--- src/rtl/refill_rd_arbiter.sv ---
// Round-robin arbiter sharing one AXI read-shim port among cache refill requesters.
// Holds a stalled winner stable, tags AXI IDs with the requester index and routes beats back by tag.
module refill_rd_arbiter #(
    parameter int NumPorts   = 2,
    parameter int AxiIdWidth = 4,
    parameter int BlenW      = 2,
    localparam int IdxW      = (NumPorts > 1) ? $clog2(NumPorts) : 1,
    localparam int PidW      = AxiIdWidth - IdxW
) (
    input  logic                        clk_i,
    input  logic                        rst_ni,

    input  logic [NumPorts-1:0]         req_i,
    output logic [NumPorts-1:0]         gnt_o,
    input  logic [NumPorts*64-1:0]      addr_i,
    input  logic [NumPorts*BlenW-1:0]   blen_i,
    input  logic [NumPorts*2-1:0]       size_i,
    input  logic [NumPorts*PidW-1:0]    id_i,

    output logic [NumPorts-1:0]         rvalid_o,
    output logic                        rlast_o,
    output logic [63:0]                 rdata_o,
    output logic [PidW-1:0]             rid_o,

    output logic                        rd_req_o,
    output logic [63:0]                 rd_addr_o,
    output logic [BlenW-1:0]            rd_blen_o,
    output logic [1:0]                  rd_size_o,
    output logic [AxiIdWidth-1:0]       rd_id_o,
    input  logic                        rd_gnt_i,

    input  logic                        rd_valid_i,
    input  logic                        rd_last_i,
    input  logic [63:0]                 rd_data_i,
    input  logic [AxiIdWidth-1:0]       rd_id_i,

    output logic                        busy_o
);

    typedef enum logic {
        ST_IDLE   = 1'b0,
        ST_LOCKED = 1'b1
    } state_e;

    state_e                state_q, state_d;
    logic [IdxW-1:0]       sel_q, sel_d;
    logic [IdxW-1:0]       rr_q, rr_d;
    logic [NumPorts-1:0]   pending_q, pending_d;
    logic                  lock_q;

    logic [63:0]           addr_a [NumPorts];
    logic [BlenW-1:0]      blen_a [NumPorts];
    logic [1:0]            size_a [NumPorts];
    logic [PidW-1:0]       id_a   [NumPorts];

    logic [NumPorts-1:0]   eligible;
    logic                  any_elig;
    logic [IdxW-1:0]       win_idle;
    logic [IdxW-1:0]       winner;
    logic                  gnt;
    int                    cand;

    logic [IdxW-1:0]       rsp_idx;
    logic                  rsp_ok;

    for (genvar p = 0; p < NumPorts; p++) begin : g_unpack
        assign addr_a[p] = addr_i[p*64 +: 64];
        assign blen_a[p] = blen_i[p*BlenW +: BlenW];
        assign size_a[p] = size_i[p*2 +: 2];
        assign id_a[p]   = id_i[p*PidW +: PidW];
    end

    assign lock_q   = (state_q == ST_LOCKED);
    assign eligible = req_i & ~pending_q;

    // Round-robin search starting just after the last granted port.
    always_comb begin
        win_idle = '0;
        any_elig = 1'b0;
        cand     = 0;
        for (int i = 1; i <= NumPorts; i++) begin
            cand = int'(rr_q) + i;
            if (cand >= NumPorts) begin
                cand = cand - NumPorts;
            end
            if (!any_elig && eligible[IdxW'(cand)]) begin
                any_elig = 1'b1;
                win_idle = IdxW'(cand);
            end
        end
    end

    assign rsp_idx = rd_id_i[AxiIdWidth-1 -: IdxW];
    assign rsp_ok  = ({1'b0, rsp_idx} < (IdxW+1)'(NumPorts));

    always_comb begin
        state_d   = state_q;
        sel_d     = sel_q;
        rr_d      = rr_q;
        pending_d = pending_q;
        winner    = win_idle;
        rd_req_o  = any_elig;
        gnt_o     = '0;

        if (state_q == ST_LOCKED) begin
            winner   = sel_q;
            rd_req_o = req_i[sel_q];
        end

        gnt           = rd_req_o & rd_gnt_i;
        gnt_o[winner] = gnt;

        if (rsp_ok && rd_valid_i && rd_last_i) begin
            pending_d[rsp_idx] = 1'b0;
        end

        // A locked requester that drops its request falls back to IDLE without a grant.
        if (gnt) begin
            pending_d[winner] = 1'b1;
            rr_d              = winner;
            state_d           = ST_IDLE;
        end else if (state_q == ST_IDLE && rd_req_o) begin
            sel_d   = winner;
            state_d = ST_LOCKED;
        end else if (state_q == ST_LOCKED && !rd_req_o) begin
            state_d = ST_IDLE;
        end
    end

    always_ff @(posedge clk_i) begin
        if (!rst_ni) begin
            state_q   <= ST_IDLE;
            sel_q     <= '0;
            rr_q      <= IdxW'(NumPorts - 1);
            pending_q <= '0;
        end else begin
            state_q   <= state_d;
            sel_q     <= sel_d;
            rr_q      <= rr_d;
            pending_q <= pending_d;
        end
    end

    assign rd_addr_o = addr_a[winner];
    assign rd_blen_o = blen_a[winner];
    assign rd_size_o = size_a[winner];
    assign rd_id_o   = {winner, id_a[winner]};

    always_comb begin
        rvalid_o = '0;
        if (rsp_ok) begin
            rvalid_o[rsp_idx] = rd_valid_i;
        end
    end

    assign rlast_o = rd_last_i;
    assign rdata_o = rd_data_i;
    assign rid_o   = rd_id_i[PidW-1:0];

    assign busy_o  = (|pending_q) | lock_q;

endmodule

--- config.mk ---
export PLATFORM = sky130hd
export DESIGN_NAME = refill_rd_arbiter
export DESIGN_NICKNAME = d
export VERILOG_FILES = /design/src/rtl/refill_rd_arbiter.sv
export SDC_FILE = /design/constraint.sdc
export NUM_CORES = 1
export LEC_CHECK = 0
export CAP_MARGIN = 10
export CELL_PAD_IN_SITES_DETAIL_PLACEMENT = 1
export CELL_PAD_IN_SITES_GLOBAL_PLACEMENT = 1
export CORE_AREA = 4 4 139 141
export DETAILED_ROUTE_END_ITERATION = 10
export DIE_AREA = 0 0 143 145
export PLACE_DENSITY_LB_ADDON = 0.15
export SYNTH_ARGS = -nofsm -noshare
export SYNTH_HDL_FRONTEND = slang
export SYNTH_SLANG_ARGS = --single-unit
--- constraint.sdc ---
create_clock -name clk_i -period 3.6 [get_ports clk_i]
set_input_delay 0.72 -clock clk_i [delete_from_list [all_inputs] [get_ports clk_i]]
set_output_delay 0.72 -clock clk_i [all_outputs]
set_load 0.01 [all_outputs]
==> flow_metrics.py <==
metrics = {
    "run_status": {
        "outcome": "completed",
    },
    "sta": {
        "maxSlewHeadroom_pct": 80.3,
        "fmax_ghz": 0.288,
        "holdWs_ps": 460,
        "finalSetupViolCount": 0,
        "hold_viol": 0,
        "period_needed_ps": 3470,
        "slew_violations": 0,
        "fin_worst_skew_ps": 1.38,
        "grt_setup_unrepaired": "false",
        "worstMarginPinSlew_ps": 287,
        "tns_ps": 0,
        "finalCritPeriodShare_pct": 96.5,
    },
    "clock_tree": {
        "root_buffer": "clkbuf_16",
        "path_clk_slew_ps": 30,
        "cts_buffers": 3,
        "htree_levels": 1,
        "cts_tree": "yes",
        "cts.repair.resized": 0,
        "hold_buffers": 0,
        "worst_skew_pair.late_latency_ps": 230,
        "clock_sinks": 5,
        "cts_buffer_depth": 2,
        "post-cts-setup-buffers": 0,
    },
    "layout": {
        "area.growth.synth_to_final_pct": 126,
        "layout-drive-gt1-share_pct": 23.6,
        "antenna_cells": 0,
        "final_cell_area_um2": 3910,
        "nFillCells": 2056,
        "nets": 567,
    },
    "route": {
        "vias_per_cell": 3.32,
        "ant_nets": 0,
        "drtIter0Drc": 10,
        "routed_wl_um": 9710,
        "post_drt_wl_per_cell_um": 16.8,
        "vias": 1916,
        "drc_errors": 0,
        "first_pass_iters": 2,
    },
    "critical_path": {
        "worst-setup-path-type": "in -> out",
        "crit_path_max_fanout": 17,
        "end_kind": "primary output",
        "arrival_ps": 2750,
        "critPathRequiredTime_ps": 2880,
        "critPathLaunchType": "primary input",
    },
    "die": {
        "die_area_um2": 20700,
        "ios": 363,
        "die_w_um": 143,
        "die_h_um": 145,
        "rows": 49,
        "coreArea_um2": 18000,
        "initial_utilization_pct": 9.63,
    },
    "yosys": {
        "syn_inst": 184,
        "synth.yosys.seq_area_share_pct": 5.79,
        "synth_area_um2": 1730,
        "yosysUniqueCellTypes": 26,
        "synthesis.yosys.warnings": 0,
        "synth.avg_cell_area_um2": 9.40,
        "syn_nets": 402,
        "yosys.area.top_type_share_pct": 43.0,
        "ys_ff_latch": 5,
        "synth_area_leader_cell": "mux2_2",
        "ys_top_cells_by_area": "mux2_2 43%, buf_4 30%, dfxtp_1 5.8%",
    },
    "place": {
        "io_buffers": 228,
        "place_area_um2": 3830,
        "place_congestion": 0.705,
        "dp_hpwl_um": 8620,
    },
    "global_routing": {
        "grt_max_degree": 18,
        "grt_pass1_vias": 2083,
        "grt-ovfl-total": 0,
        "antenna_found_initial": 1,
        "grt_pass1_wl_um": 13600,
        "grtUsageTotal_pct": 8.39,
    },
    "power_and_ir_drop": {
        "vdd_ir_drop_max_mv": 0.0941,
        "power_density_nw_per_um2": 191,
        "power_leakage_nw": 1.38,
    },
    "hold_path": {
        "hp-class": "reg -> reg",
    },
    "run": {
        "drv_cap": 0,
    },
}
## report_power, final
part / switching [mW] / internal (mW)
Sequential: 0.00666 / 0.0599
Combinational: 0.150 / 0.347
Clock: 0.0346 / 0.147
## stage by stage
step / setup WS, ps / instances / total power, mW / util (%)
2_1_floorplan: 1080 / 184 / 0.311 / -
3_3_place_gp: 101 / 573 / 0.571 / 21.3
3_5_place_dp: 91.3 / 573 / 0.572 / 21.3
4_1_cts: 92.6 / 577 / 0.760 / 21.7
5_1_grt: 40.1 / 577 / 0.789 / 21.7
6_report: 125 / 577 / 0.744 / 21.7
## cells in the final DEF, fill, tap and decap left out, types with 2 or more instances in the layout
cell type,synthesis,final
and3_1,2,2
buf_12,0,5
buf_4,69,4
clkbuf_16,0,3
clkdlybuf4s50_1,0,228
dfxtp_1,5,5
inv_1,3,3
mux2_1,6,6
mux2_2,66,66
mux2i_1,3,3
nand2_1,4,4
nor2b_1,2,2
o21a_1,2,2
## sequential cells by signal (all words and copies together) (netlist names)
register   flops
lock_q         1
rr_q           1
sel_q          1
pending_q      2
## path summary, 6_finish.rpt
path                 from             to  slack [ps]  depth (start not counted)
max reg2reg        lock_q         lock_q        1800                          5
min reg2reg  pending_q[1]   pending_q[1]         460                          2
max              req_i[0]  rd_addr_o[54]         130                          7
min          pending_q[1]   pending_q[1]         460                          2
## critical path: stages
cell and delay, ps:
clkdlybuf4s50_1 530, nand2b_4 90, o31ai_4 210, buf_12 180
buf_12 160, mux2_2 360, clkdlybuf4s50_1 480
## metal layers
metal | GRT usage [%] | part of all wire [%] | wire length (µm)
met2 | 16.1 | 52 | 5030
met1 | 8.21 | 33 | 3220
met4 | 0.951 | 0.18 | 17
met5 | 0 | 0.13 | 13
met3 | 4.21 | 15 | 1430
## cells by family after synthesis
| logic type | count (synthesis) | synth area share (%) |
|---|---|---|
| compound gates | 8 | 4.12 |
| fa+ha+maj | 1 | 0.723 |
| buf+inv | 80 | 35.5 |
| mux | 75 | 48.6 |
| flops | 5 | 5.79 |
| simple gates | 15 | 5.28 |
## cell usage after synthesis, drive strengths merged
| master | n |
|---|---|
| a21boi | 1 |
| a21oi | 1 |
| and2 | 1 |
| and3 | 2 |
| buf | 77 |
| dfxtp | 5 |
| ha | 1 |
| inv | 3 |
| mux2 | 72 |
| mux2i | 3 |
| nand2 | 4 |
| nand2b | 2 |
| nand3 | 2 |
| nor2 | 1 |
| nor2b | 2 |
| o211ai | 1 |
| o21a | 2 |
| o21ai | 1 |
| o22ai | 1 |
| o31ai | 1 |
| or3 | 1 |
## final cells by class
cell class / count / area [µm²] / share of cell area [%]
inverter: 3 / 11.3 / 0.288
sequential: 5 / 100 / 2.56
timing repair buffer: 237 / 2410 / 61.8
tap: 229 / 287 / 7.34
clock buffer: 4 / 78.8 / 2.02
multi-input combinational: 99 / 1020 / 26.0
No activity file was read; power rests on OpenSTA's default activity.
